`src/rtl/rom_secuenciador_if.sv`:
```
// rtl/rom_secuenciador_if.sv - control, ROM and downstream handshake bus of the ROM sequencer
interface rom_secuenciador_if #(
   parameter int ANCHO_DIR  = 8,
   parameter int ANCHO_DATO = 8,
   parameter int ANCHO_SUMA = 16
);
   logic                  inicio;
   logic [ANCHO_DIR-1:0]  dir_inicio;
   logic [ANCHO_DIR-1:0]  dir_fin;
   logic [ANCHO_DIR-1:0]  direccion;
   logic [ANCHO_DATO-1:0] dato_rom;
   logic [ANCHO_DATO-1:0] dato_o;
   logic                  valido;
   logic                  listo;
   logic [ANCHO_SUMA-1:0] suma;
   logic                  ocupado;
   logic                  fin;
   logic                  error;

   modport master (
      output inicio, dir_inicio, dir_fin, dato_rom, listo,
      input  direccion, dato_o, valido, suma, ocupado, fin, error
   );

   modport slave (
      input  inicio, dir_inicio, dir_fin, dato_rom, listo,
      output direccion, dato_o, valido, suma, ocupado, fin, error
   );
endinterface

```
`src/rtl/rom_secuenciador.sv`:
```
// rtl/rom_secuenciador.sv - walks an inclusive ROM address range, hands words downstream, keeps a running sum
module rom_secuenciador #(
   parameter int ANCHO_DIR   = 8,
   parameter int ANCHO_DATO  = 8,
   parameter int PROFUNDIDAD = 11,
   parameter int ANCHO_SUMA  = 16
) (
   input logic              clk,
   input logic              rst,
   rom_secuenciador_if.slave bus
);
   typedef enum logic [1:0] {IDLE, LEER, ENTREGAR} estado_t;

   localparam logic [ANCHO_DIR-1:0] PROF_DIR = ANCHO_DIR'(PROFUNDIDAD);

   estado_t               estado, estado_d;
   logic [ANCHO_DIR-1:0]  dir_q, dir_d;
   logic [ANCHO_DIR-1:0]  fin_dir_q, fin_dir_d;
   logic [ANCHO_DATO-1:0] dato_q, dato_d;
   logic                  valido_q, valido_d;
   logic [ANCHO_SUMA-1:0] suma_q, suma_d;
   logic                  ocupado_q, ocupado_d;
   logic                  fin_q, fin_d;
   logic                  error_q, error_d;
   logic                  rechazo;
   logic                  ultimo;

   // A range is refused when reversed or when its end lies past the last ROM word
   assign rechazo = (bus.dir_inicio > bus.dir_fin) || (bus.dir_fin >= PROF_DIR);
   assign ultimo  = (dir_q == fin_dir_q);

   always_ff @(posedge clk or posedge rst) begin
      if (rst) begin
         estado    <= IDLE;
         dir_q     <= '0;
         fin_dir_q <= '0;
         dato_q    <= '0;
         valido_q  <= 1'b0;
         suma_q    <= '0;
         ocupado_q <= 1'b0;
         fin_q     <= 1'b0;
         error_q   <= 1'b0;
      end else begin
         estado    <= estado_d;
         dir_q     <= dir_d;
         fin_dir_q <= fin_dir_d;
         dato_q    <= dato_d;
         valido_q  <= valido_d;
         suma_q    <= suma_d;
         ocupado_q <= ocupado_d;
         fin_q     <= fin_d;
         error_q   <= error_d;
      end
   end

   always_comb begin
      estado_d = estado;
      case (estado)
         IDLE:     if (bus.inicio && !rechazo) estado_d = LEER;
         LEER:     estado_d = ENTREGAR;
         ENTREGAR: if (valido_q && bus.listo) estado_d = ultimo ? IDLE : LEER;
         default:  estado_d = IDLE;
      endcase
   end

   always_comb begin
      dir_d     = dir_q;
      fin_dir_d = fin_dir_q;
      dato_d    = dato_q;
      valido_d  = valido_q;
      suma_d    = suma_q;
      ocupado_d = ocupado_q;
      fin_d     = 1'b0;
      error_d   = error_q;
      case (estado)
         IDLE: begin
            if (bus.inicio) begin
               if (rechazo) begin
                  error_d = 1'b1;
               end else begin
                  error_d   = 1'b0;
                  dir_d     = bus.dir_inicio;
                  fin_dir_d = bus.dir_fin;
                  suma_d    = '0;
                  ocupado_d = 1'b1;
               end
            end
         end
         LEER: begin
            dato_d   = bus.dato_rom;
            suma_d   = suma_q + ANCHO_SUMA'(bus.dato_rom);
            valido_d = 1'b1;
         end
         ENTREGAR: begin
            // The last address is kept on the bus after the final handshake
            if (valido_q && bus.listo) begin
               valido_d = 1'b0;
               if (ultimo) begin
                  ocupado_d = 1'b0;
                  fin_d     = 1'b1;
               end else begin
                  dir_d = dir_q + ANCHO_DIR'(1);
               end
            end
         end
         default: ;
      endcase
   end

   assign bus.direccion = dir_q;
   assign bus.dato_o    = dato_q;
   assign bus.valido    = valido_q;
   assign bus.suma      = suma_q;
   assign bus.ocupado   = ocupado_q;
   assign bus.fin       = fin_q;
   assign bus.error     = error_q;
endmodule

```
`src/flat_wrapper.sv`:
```
// flat-port wrapper written by rule: the top's interface ports become plain ports
module rom_secuenciador_flat 
#(
   parameter int ANCHO_DIR   = 8,
   parameter int ANCHO_DATO  = 8,
   parameter int PROFUNDIDAD = 11,
   parameter int ANCHO_SUMA  = 16
)
  (clk, rst, bus_inicio, bus_dir_inicio, bus_dir_fin, bus_dato_rom, bus_listo, bus_direccion, bus_dato_o, bus_valido, bus_suma, bus_ocupado, bus_fin, bus_error);
  rom_secuenciador_if #(.ANCHO_DIR(ANCHO_DIR), .ANCHO_DATO(ANCHO_DATO), .ANCHO_SUMA(ANCHO_SUMA)) bus_i ();
  input logic clk;
  input logic rst;
  input wire logic [$bits(bus_i.inicio)-1:0] bus_inicio;
  input wire logic [$bits(bus_i.dir_inicio)-1:0] bus_dir_inicio;
  input wire logic [$bits(bus_i.dir_fin)-1:0] bus_dir_fin;
  input wire logic [$bits(bus_i.dato_rom)-1:0] bus_dato_rom;
  input wire logic [$bits(bus_i.listo)-1:0] bus_listo;
  output wire logic [$bits(bus_i.direccion)-1:0] bus_direccion;
  output wire logic [$bits(bus_i.dato_o)-1:0] bus_dato_o;
  output wire logic [$bits(bus_i.valido)-1:0] bus_valido;
  output wire logic [$bits(bus_i.suma)-1:0] bus_suma;
  output wire logic [$bits(bus_i.ocupado)-1:0] bus_ocupado;
  output wire logic [$bits(bus_i.fin)-1:0] bus_fin;
  output wire logic [$bits(bus_i.error)-1:0] bus_error;
  assign bus_i.inicio = bus_inicio;
  assign bus_i.dir_inicio = bus_dir_inicio;
  assign bus_i.dir_fin = bus_dir_fin;
  assign bus_i.dato_rom = bus_dato_rom;
  assign bus_i.listo = bus_listo;
  assign bus_direccion = bus_i.direccion;
  assign bus_dato_o = bus_i.dato_o;
  assign bus_valido = bus_i.valido;
  assign bus_suma = bus_i.suma;
  assign bus_ocupado = bus_i.ocupado;
  assign bus_fin = bus_i.fin;
  assign bus_error = bus_i.error;
  rom_secuenciador #(.ANCHO_DIR(ANCHO_DIR), .ANCHO_DATO(ANCHO_DATO), .PROFUNDIDAD(PROFUNDIDAD), .ANCHO_SUMA(ANCHO_SUMA)) u_core (.clk(clk), .rst(rst), .bus(bus_i));
endmodule
```
`config.mk`:
```
export PLATFORM = sky130hd
export DESIGN_NAME = rom_secuenciador_flat
export DESIGN_NICKNAME = d
export VERILOG_FILES = /design/src/rtl/rom_secuenciador_if.sv /design/src/rtl/rom_secuenciador.sv /design/src/flat_wrapper.sv
export SDC_FILE = /design/constraint.sdc
export NUM_CORES = 1
export LEC_CHECK = 0
export CAP_MARGIN = 20
export CORE_UTILIZATION = 45
export CTS_CLUSTER_DIAMETER = 120
export DETAILED_ROUTE_END_ITERATION = 10
export PLACE_DENSITY = 0.73
export SETUP_SLACK_MARGIN = 0.2
export SKIP_LAST_GASP = 1
export SYNTH_ARGS = -nofsm -noshare
export SYNTH_HDL_FRONTEND = slang
export SYNTH_SLANG_ARGS = --single-unit
```
`constraint.sdc`:
```
create_clock -name clk -period 1.9 [get_ports clk]
set_input_delay 0.285 -clock clk [delete_from_list [all_inputs] [get_ports clk]]
set_output_delay 0.285 -clock clk [all_outputs]
set_load 0.01 [all_outputs]
```
==> metrics.txt <==
status=finished, violations left; failing checks=negative setup slack; Ys Warns=0; initial antenna violation count=0; Filler cells=~380; DP Cell Count=453; VDD IR max=between 700 and 800 µV; I/O pin count=64; clock sinks=46; Pwr per Cell Area=~1300 nW/µm²; grt met1 use=0.326; iteration count of the initial detailed-routing pass=4; Die X=~80 µm; met2 Use GR=0.422; clk_lat worst skew=about 0.31 ns; Core ar.=about 5900 µm²; CTS tree=done; Worst Reg-to-Reg Cells=8; Final Hold Vio Count=0; placed cell area=4000 µm²; CP arrival=around 2.4 ns; Yosys top cell area share=0.418; PortBufs=63; Post-Syn Nets=~320; Slew @ Worst Pin=just under 0.4 ns; leak pwr=roughly 0.0021 µW; largest cells by area after synthesis=dfrtp_1 (42%), ha_1 (7.7%), mux2_2 (5.3%); EDFF count, synth=0; Worst-path clk slew=0.10 ns; htree depth=2; Async S/R FF share, synth=1.00; HPWL after detailed placement=between 5000 and 6000 µm; final setup violation count=9; Hold Crit Class=input port to asynchronous set/reset pin; MaxCap Viol Count=0; Die ar.=approximately 6400 µm²; largest net degree at the start of global routing=33; Remaining Overflow, GRT=0; Area Growth Syn to Fin=65.6%; post-route cell area=around 4600 µm²; met3 usage=0.0386; DRC violations left=0; Fmax=roughly 0.47 GHz; grt peak-use layer=met2; Avg Inst Size Synth=slightly above 10 µm²; vias per cell=~5.6; ANT nets after route=0; Hold-fix buffers, CTS=0; Syn Inst Count=270; initial drt markers=196; worst reg2reg setup slack=-0.25 ns; vias in the first global route=2657; largest buffer count on any clock path=2; Final Critical Period=between 2 and 2.5 ns; Yosys cell types=slightly above 50; drt wl/cell=roughly 18 µm; Slew headroom=0.743; Hold Slack=~0.27 ns; CP required=roughly 2.1 ns; n_diodes=0; die height=between 80 and 90 µm; Slew Viols, Final=0; worst-path fanout max=5; final std cells w/o fill=480; nets=450; Final Cycle Share=1.13; RSZ-0062 raised after global routing=true; worst reg2reg endpoint=u_core.bus.suma[14]; Starting Density=0.465; Setup CP Type=register to register; Post-Syn Area=between 2000 and 3000 µm²; Worst Skew=around 0.012 ns; GRT Total Usage=0.249; routability cong.=0.891; area leader, netlist=dfrtp_1; Num CTS Buffers=5; Main synth FF type=dfrtp_1; standard-cell rows=28; register bit total from synthesis=46; sequential fraction of the synthesis area=0.418; CP Launch Type=register; ratio of cells with drive above 1 in the final layout=0.440; utilization after layout=0.770; setup ws final=-0.247 ns; routed wire length=8470 µm; R2R Path Start=u_core.bus.suma[0]; first-pass GRT wire length=roughly 12000 µm; Worst Setup End Kind=register; Root Buffer=clkbuf_8; via count=about 2700
registers in the layout (all words and copies together) (netlist names):
register / count
u_core.estado: 2
u_core.bus.error: 1
u_core.bus.suma: 16
u_core.bus.valido: 1
u_core.bus.direccion: 8
u_core.bus.fin: 1
u_core.bus.dato_o: 8
u_core.bus.ocupado: 1
u_core.fin_dir_q: 8
layout by cell type (no fill, tap or decap), types with 3 or more instances in the layout:
cell type	instances
a21o_1	10
a21oi_1	8
a21oi_2	5
a21oi_4	3
a22o_1	8
a2bb2oi_2	3
and2_4	5
buf_12	3
buf_2	14
buf_4	58
buf_6	10
clkbuf_8	5
clkdlybuf4s50_1	39
dfrtp_1	45
dlygate4sd2_1	4
dlymetal6s2s_1	4
ha_4	13
inv_1	10
inv_2	6
mux2_2	9
mux2_4	4
mux2i_1	3
nand2_1	14
nand3_1	9
nand4_1	3
nor2_1	17
nor2_2	3
nor3_1	5
o211ai_1	7
o21ai_0	5
o21ai_2	3
or3_1	3
xnor2_1	4
xor2_1	9
logic make-up (layout without fill, tap and decap cells):
kind of cell | count (synthesis) | after routing | synth area share
compound gates | 75 | 75 | 0.206
simple gates | 75 | 75 | 0.140
flops | 46 | 46 | 0.418
buf+inv | 26 | 161 | 0.0423
fa+ha+maj | 18 | 18 | 0.0846
mux | 16 | 16 | 0.0641
xor+xnor | 14 | 14 | 0.0446
power breakdown:
part / total (µW) / internal (µW) / switching [µW]
clock network: 746 / 393 / 353
registers: 1600 / 1310 / 290
logic: 3410 / 1910 / 1500
per-stage QoR:
| stage | total power [µW] | worst slack [ns] | setup TNS, ns |
|---|---|---|---|
| after floorplan | 2990 | -0.213 | -0.735 |
| after global placement | 4310 | -0.581 | -18.32 |
| after detailed placement | 4390 | -0.651 | -19.92 |
| after CTS | 5460 | -0.226 | -0.750 |
| after global routing | 6090 | -0.320 | -1.89 |
| final | 5750 | -0.247 | -1.11 |
timing repair:
action                                  4_1_cts  5_1_grt
resized for setup                           104       39
endpoints found under the setup margin       35       38
setup buffers                                11        7
gates cloned                                  0        1
pin swaps                                    24       28
worst max path at each step:
stage	startpoint	to	slack, ns	cells after the start
3_3_place_gp	bus_dir_fin[1]	u_core.bus.suma[3]	-0.58	10
3_5_place_dp	bus_dato_rom[0]	u_core.bus.suma[14]	-0.65	9
2_1_floorplan	u_core.bus.suma[0]	u_core.bus.suma[10]	-0.21	8
6_report	u_core.bus.suma[0]	u_core.bus.suma[14]	-0.25	8
4_1_cts	u_core.bus.suma[0]	u_core.bus.suma[14]	-0.23	8
5_1_grt	u_core.bus.suma[0]	u_core.bus.suma[14]	-0.32	8
critical path, cell delays in order, from the launching register on:
cell and delay [ns]:
dfrtp_1 0.39, ha_2 0.19, fa_2 0.36, a21oi_4 0.18, o22ai_4 0.10, o41ai_4 0.35
nand2b_4 0.23, o31ai_1 0.08, a21o_1 0.16
cell usage after synthesis (all sizes together), types with 2 or more instances:
| master | number |
|---|---|
| a21o | 10 |
| a21oi | 16 |
| a22o | 8 |
| a2bb2oi | 3 |
| and2 | 6 |
| buf | 6 |
| dfrtp | 46 |
| ha | 17 |
| inv | 19 |
| mux2 | 13 |
| mux2i | 3 |
| nand2 | 15 |
| nand3 | 11 |
| nand4 | 3 |
| nor2 | 20 |
| nor2b | 3 |
| nor3 | 7 |
| nor3b | 2 |
| nor4 | 2 |
| o211ai | 7 |
| o21a | 2 |
| o21ai | 11 |
| o22ai | 4 |
| o31ai | 5 |
| or3 | 3 |
| xnor2 | 5 |
| xor2 | 9 |
routing by layer:
layer | share of wire | routed length, µm
met1 | 0.42 | 3580
met2 | 0.52 | 4390
met3 | 0.047 | 401
met4 | 0.012 | 102
met5 | 0 | 0
layout make-up:
type	instances	area (µm²)	area share
Sequential cell	46	1150	0.253
Timing Repair Buffer	134	1190	0.262
Tap cell	75	93.8	0.0206
Clock buffer	6	72.6	0.0159
Clock inverter	2	37.5	0.00824
Multi-Input combinational cell	198	1920	0.421
Inverter	19	86.3	0.0189
Power figures use the tool's default switching activity.
